`config.mk`:
```
export PLATFORM = sky130hd
export DESIGN_NAME = decoder_cs_fsm
export DESIGN_NICKNAME = d
export VERILOG_FILES = /design/src/rtl/decoder_cs_fsm.sv
export SDC_FILE = /design/constraint.sdc
export NUM_CORES = 1
export LEC_CHECK = 0
export CAP_MARGIN = 25
export CORE_UTILIZATION = 29
export DETAILED_ROUTE_END_ITERATION = 8
export PLACE_DENSITY = 0.61
export SLEW_MARGIN = 20
export SYNTH_ARGS = -nofsm -noshare
export SYNTH_HDL_FRONTEND = slang
export SYNTH_SLANG_ARGS = --single-unit
```
`constraint.sdc`:
```
create_clock -name clk -period 3.4 [get_ports clk]
set_input_delay 0.85 -clock clk [delete_from_list [all_inputs] [get_ports clk]]
set_output_delay 0.85 -clock clk [all_outputs]
set_load 0.005 [all_outputs]
```
`src/rtl/decoder_cs_fsm.sv`:
```
// decoder_cs_fsm: registered active-low chip-select decoder with wait-state DTACK generation.
// Optional bus-error timeout on undecoded strobes is enabled by defining DECODER_BERR_EN.
module decoder_cs_fsm #(
  parameter int SEL_WIDTH   = 3,
  parameter int WAIT_CYCLES = 2
`ifdef DECODER_BERR_EN
  , parameter int BERR_TIMEOUT = 16
`endif
) (
  input  logic                      clk,
  input  logic                      rst,
  input  logic [SEL_WIDTH-1:0]      a,
  input  logic                      e1_n,
  input  logic                      e2_n,
  input  logic                      e3,
  input  logic                      as_n,
  output logic [2**SEL_WIDTH-1:0]   cs_n,
  output logic                      dtack_n,
  output logic                      busy
`ifdef DECODER_BERR_EN
  , output logic                    berr_n
`endif
);
  localparam int N  = 2**SEL_WIDTH;
  localparam int CW = WAIT_CYCLES > 0 ? $clog2(WAIT_CYCLES + 1) : 1;
  typedef enum logic [1:0] {S_IDLE, S_WAIT, S_ACK} state_t;
  state_t state;
  logic [CW-1:0] cnt;
  logic en, start;
  assign en = ~e1_n & ~e2_n & e3;
`ifdef DECODER_BERR_EN
  localparam int TW = $clog2(BERR_TIMEOUT + 1);
  logic [TW-1:0] tcnt;
  // a pending bus error blocks any decode until the strobe is released
  assign start = ~as_n & en & berr_n;
`else
  assign start = ~as_n & en;
`endif
  always_ff @(posedge clk or posedge rst) begin
    if (rst) begin
      state   <= S_IDLE;
      cs_n    <= '1;
      dtack_n <= 1'b1;
      busy    <= 1'b0;
      cnt     <= '0;
`ifdef DECODER_BERR_EN
      berr_n  <= 1'b1;
      tcnt    <= '0;
`endif
    end else begin
      case (state)
        S_IDLE: begin
`ifdef DECODER_BERR_EN
          if (as_n) begin
            tcnt   <= '0;
            berr_n <= 1'b1;
          end else if (en && berr_n) begin
            tcnt <= '0;
          end else if (berr_n) begin
            tcnt <= tcnt + 1'b1;
            if (tcnt == TW'(BERR_TIMEOUT - 1)) berr_n <= 1'b0;
          end
`endif
          if (start) begin
            cs_n    <= ~(N'(1) << a);
            cnt     <= CW'(WAIT_CYCLES);
            busy    <= 1'b1;
            dtack_n <= (WAIT_CYCLES != 0);
            state   <= (WAIT_CYCLES == 0) ? S_ACK : S_WAIT;
          end
        end
        S_WAIT: begin
          if (as_n) begin
            cs_n  <= '1;
            busy  <= 1'b0;
            state <= S_IDLE;
          end else begin
            cnt <= cnt - 1'b1;
            if (cnt == CW'(1)) begin
              dtack_n <= 1'b0;
              state   <= S_ACK;
            end
          end
        end
        S_ACK: begin
          if (as_n) begin
            cs_n    <= '1;
            dtack_n <= 1'b1;
            busy    <= 1'b0;
            state   <= S_IDLE;
          end
        end
        default: state <= S_IDLE;
      endcase
    end
  end
endmodule
```
# Word level (Yosys, flattened, before mapping)

Index checks and enable logic that the tools add are counted.
W data, S select, Z words.

Register bits: 14
Input bits: 9
Output and inout bits: 10
Logic and storage cells: 50

Add/sub/neg operators: 1
Equality and inequality tests: 9
Shift-type cells: 1
Multiplexer cells: 18
Bitwise gates (word level): 7
Reductions and logical operators: 9

Operator list:

| kind                  | number |
|---|---|
| $mux W8               | 2 |
| $pmux W8 S2           | 1 |
| $mux W2               | 6 |
| $reduce_and A3 Y1     | 3 |
| $ne A2 B2 Y1 const B  | 4 |
| $not A8 Y8            | 1 |
| $shl A1 B3 Y8 const A | 1 |
| $pmux W2 S3           | 1 |
| $mux W1               | 5 |
| $reduce_and A5 Y1     | 1 |
| $eq A2 B1 Y1 const B  | 2 |
| $pmux W2 S2           | 1 |
| $reduce_bool A2 Y1    | 2 |
| $and A1 B1 Y1         | 3 |
| $ne A3 B3 Y1 const B  | 1 |
| $not A1 Y1            | 3 |
| $pmux W1 S3           | 1 |
| $reduce_bool A3 Y1    | 1 |
| $eq A2 B2 Y1 const B  | 1 |
| $logic_not A2 Y1      | 1 |
| $ne A2 B1 Y1 const B  | 1 |
| $pmux W1 S2           | 1 |
| $reduce_or A2 Y1      | 1 |
| $sub A2 B1 Y2 const B | 1 |

# Logic depth before layout (Yosys ltp)

Depth in word-level cells: 6
Depth in mapped cells: 6
Depth with buffers taken out: 6

# Worst setup path before layout

OpenSTA, ideal clock, no wires.

Path type: input to register
From: input port as_n
To: register cs_n[3]
Arrival time: 2.308 ns
Slack: 1.008 ns
Cell stages on the path: 5
Buffers on the path: 1
Cell sequence: or4b_1 and2_1 clkbuf_2 or3_1 o32a_1

Cells in the longest elaborated chain, start to end: 4
Elaborated cells on any way between the ends: 5
Those cells by class: eq/ne (2); bitwise (2); reduce/logical (1)

Ends and longest elaborated chain:

| what                                 | line | source |
|---|---|---|
| start: declaration                   | 16   | `input logic as_n,` |
| $not A1 Y1                           | 37   | `assign start = ~as_n & en;` |
| $and A1 B1 Y1                        | 37   |  |
| $ne A2 B2 Y1 (no source line)        | n/a  |  |
| $reduce_and A3 Y1 (no source line) * | n/a  |  |
| end signal: assignment               | 65   | `cs_n <= ~(N'(1) << a);` |
| end: declaration                     | 17   | `output logic [2**SEL_WIDTH-1:0] cs_n,` |

Every way passes the cells marked *; elsewhere a longest branch is shown, timed or not.
A chain may end at the register's enable or synchronous reset.

# Final worst setup path

Ends and elaborated chain as after synthesis.

==> impl_metrics.csv <==
group,metric,value,unit
setup_path,cp-end-kind,"flip-flop",
sta,tightest_slew,0.531,ns
place,io_buffers,18,
logic_synthesis,avgSynthCellArea,10.1,um^2
clocking,clockBufferDepth,2,
clocking,numCtsBuffers,3,
floorplanning,dieWidth,53.1,um
detailed_routing,first_pass_iters,4,
detailed_routing,num_vias,634,
logic_synthesis,synth-seq-area-share,47.7,%
power,pwr-share-seq,37.1,%
floorplanning,die_area,2820,um^2
logic_synthesis,ys_top_cells_by_area,"dfstp_2, dfrtp_1, ha_1",
global_routing,grt_util_all_layers,12.7,%
logic_synthesis,synth_top_cells_by_count,"nor2_1, dfstp_2, inv_1, ha_1, dfrtp_1",
setup_path,cp_max_fo,7,
setup_path,critical_path_class,"in2reg",
setup_path,rr_worst_depth,5,
logic_synthesis,synth_top_area_share,31.2,%
power,p_comb_share,50.1,%
power,internal-power,0.000504,W
logic_synthesis,syn_nets,90,
power,p_clk_share,12.8,%
sta,finalHoldViolations,0,
logic_synthesis,synth-seq-cells,14,
logic_synthesis,yosysMostFrequentCell,"nor2_1",
logic_synthesis,synth.cell_area,758,um^2
sta,finalSetupTns,0,ns
setup_path,rrSetupSlack,1.65,ns
logic_synthesis,ys_warn_count,0,
global_routing,overflow,0,
power,p_leak,0.419,nW
logic_synthesis,async_flop_share,100,%
global_routing,grt_max_degree,15,
clocking,clkTransAtPathRegs,0.09,ns
final_layout,drive_gt1_share,17.5,%
detailed_routing,drc,0,
floorplanning,ioPinCount,19,
power,swShare,34.8,%
setup_path,arrival,2.83,ns
run_status,outcome,"finished clean",
setup_path,critPathRequiredTime,3.62,ns
floorplanning,core_area,2480,um^2
detailed_routing,drt-total-wl,1500,um
hold_path,min_path_type,"reg2reg",
floorplanning,die_h,53.1,um
logic_synthesis,synth_cells,75,
power,ir_worst_vdd,449,uV
setup_path,worstSetupStartpoint,"as_n",
clocking,cts_resized,0,
global_routing,antenna_found_initial,0,
setup_path,start_kind,"input pin",
place,dp_hpwl,1160,um
job,max_cap_violations,0,
setup_path,r2r_start,"state[1]",
global_routing,grt_pass1_vias,599,
sta,fmax,383,MHz
detailed_routing,ant_nets,0,
power,power_density,767,nW/um^2
floorplanning,start_util,30.6,%
logic_synthesis,synth.largest_area_cell,"dfstp_2",
sta,hold_ws,0.501,ns
clocking,root_buffer,"clkbuf_4",
global_routing,grt_pass1_wl,2480,um
final_layout,diodes,0,
logic_synthesis,synth_edf_count,0,
sta,final-max-slew-violation-count,0,
detailed_routing,drt_iter0_drc,7,
floorplanning,std_cell_rows,18,
logic_synthesis,synthDistinctLibCells,28,
sta,slew_headroom,64.6,%
detailed_routing,vias_per_cell,4.99,
place,gp_congestion,0.841,
power,p_sw,0.000269,W
detailed_routing,drt-wirelength-per-cell,11.8,um
sta,rsz0062_at_grt,"no",
sta,fin_crit_sh,76.8,%
logic_synthesis,ys.flop_type,"dfstp_2",
final_layout,fin_nets,113,
setup_path,endpoint,"cs_n[3]",
setup_path,worstReg2RegEnd,"cs_n[3]",
clocking,postCtsSetupBuffers,0,
clocking,insertion_delay,0.28,ns
clocking,cts_tree,"yes",
clocking,htreeDepth,1,
sta,setup_violations,0,
final_layout,syn2layout_area_growth,33.0,%
sta,period_minus_slack,2.61,ns
sta,skew,0.0132,ns
final_layout,nFillCells,273,
clocking,cts_hold_buf,0,
clocking,cts_sinks,14,
cell usage in the layout (no fill, tap or decap):
cell             instances
a211oi_1                 1
or3_1                    1
buf_4                    2
a221oi_1                 1
or4b_1                   1
nor2_1                  11
a2bb2oi_1                1
nor2b_1                  1
o31ai_1                  2
o41ai_1                  1
dfrtp_1                  5
nand2b_1                 1
o21ai_0                  1
o32a_1                   1
dfstp_2                  9
nor3_1                   4
ha_1                     6
and2_1                   1
mux2i_1                  1
a21oi_1                  4
a22o_2                   1
clkbuf_4                 3
inv_1                    9
o21bai_1                 1
clkdlybuf4s50_1         18
mux2_2                   2
clkbuf_1                 1
nand2_1                  2
a31oi_1                  1
a41oi_1                  4
area by class of cell:
| type | count | area [um^2] | area share [%] |
|---|---|---|---|
| Multi-Input combinational cell | 50 | 354 | 35.1 |
| Timing Repair Buffer | 20 | 195 | 19.4 |
| Inverter | 9 | 33.8 | 3.35 |
| Tap cell | 30 | 37.5 | 3.72 |
| Sequential cell | 14 | 362 | 35.9 |
| Clock buffer | 4 | 26.3 | 2.61 |
kinds of logic (layout without fill, tap and decap cells):
kind of cell	count (synthesis)	after routing	synth area share [%]
AO/OA/AOI/OAI	19	19	18.8
adder cells (fa/ha/maj)	6	6	9.90
buffers and inverters	11	33	5.61
flip-flops	14	14	47.7
multiplexers	3	3	4.29
AND/OR/NAND/NOR	22	22	13.7
per-stage QoR:
| stage | util (%) | instance area [um^2] | instances | total power (W) | setup slack [ns] |
|---|---|---|---|---|---|
| after floorplan | - | 758 | 75 | 0.000519 | 1.01 |
| after global placement | 39.6 | 982 | 123 | 0.000674 | 0.537 |
| after detailed placement | 39.6 | 982 | 123 | 0.000685 | 0.492 |
| after CTS | 40.7 | 1010 | 127 | 0.000788 | 0.808 |
| after global routing | 40.7 | 1010 | 127 | 0.000845 | 0.714 |
| final | 40.7 | 1010 | 127 | 0.000773 | 0.790 |
worst min-delay path by stage:
stage                     startpoint      end  slack [ns]  cells after the start
after CTS                    dtack_n  dtack_n        0.50                      2
after floorplan              dtack_n  dtack_n        0.47                      2
after global placement       dtack_n  dtack_n        0.49                      2
final                        dtack_n  dtack_n        0.50                      2
after detailed placement     dtack_n  dtack_n        0.49                      2
after global routing         dtack_n  dtack_n        0.52                      2
worst max-delay path, stage by stage:
cell             delay, ns
clkdlybuf4s50_1       0.48
or4b_1                0.56
and2_1                0.24
or3_1                 0.36
o32a_1                0.34
layer usage:
metal | vias up | global-route usage [%] | part of all wire, %
met4 | 0 | 6.58 | 0
met3 | 0 | 2.87 | 6.7
met2 | 21 | 22.8 | 48
li1 | 310 | - | -
met5 | - | 0 | 0
met1 | 303 | 13.8 | 45
power by group through the flow:
stage,Combinational (W),Sequential (W),Clock (W)
finish,0.000388,0.000287,0.0000987
global route,0.000433,0.000297,0.000115
CTS,0.000394,0.000289,0.000105
detailed placement,0.000394,0.000291,0
global placement,0.000385,0.000289,0
floorplan,0.000230,0.000289,0
registers in the layout (all words and copies together), names as in the netlist:
signal   count
cnt          2
cs_n         8
state        2
dtack_n      1
busy         1
Note: power is estimated with default switching activity, not from simulation.
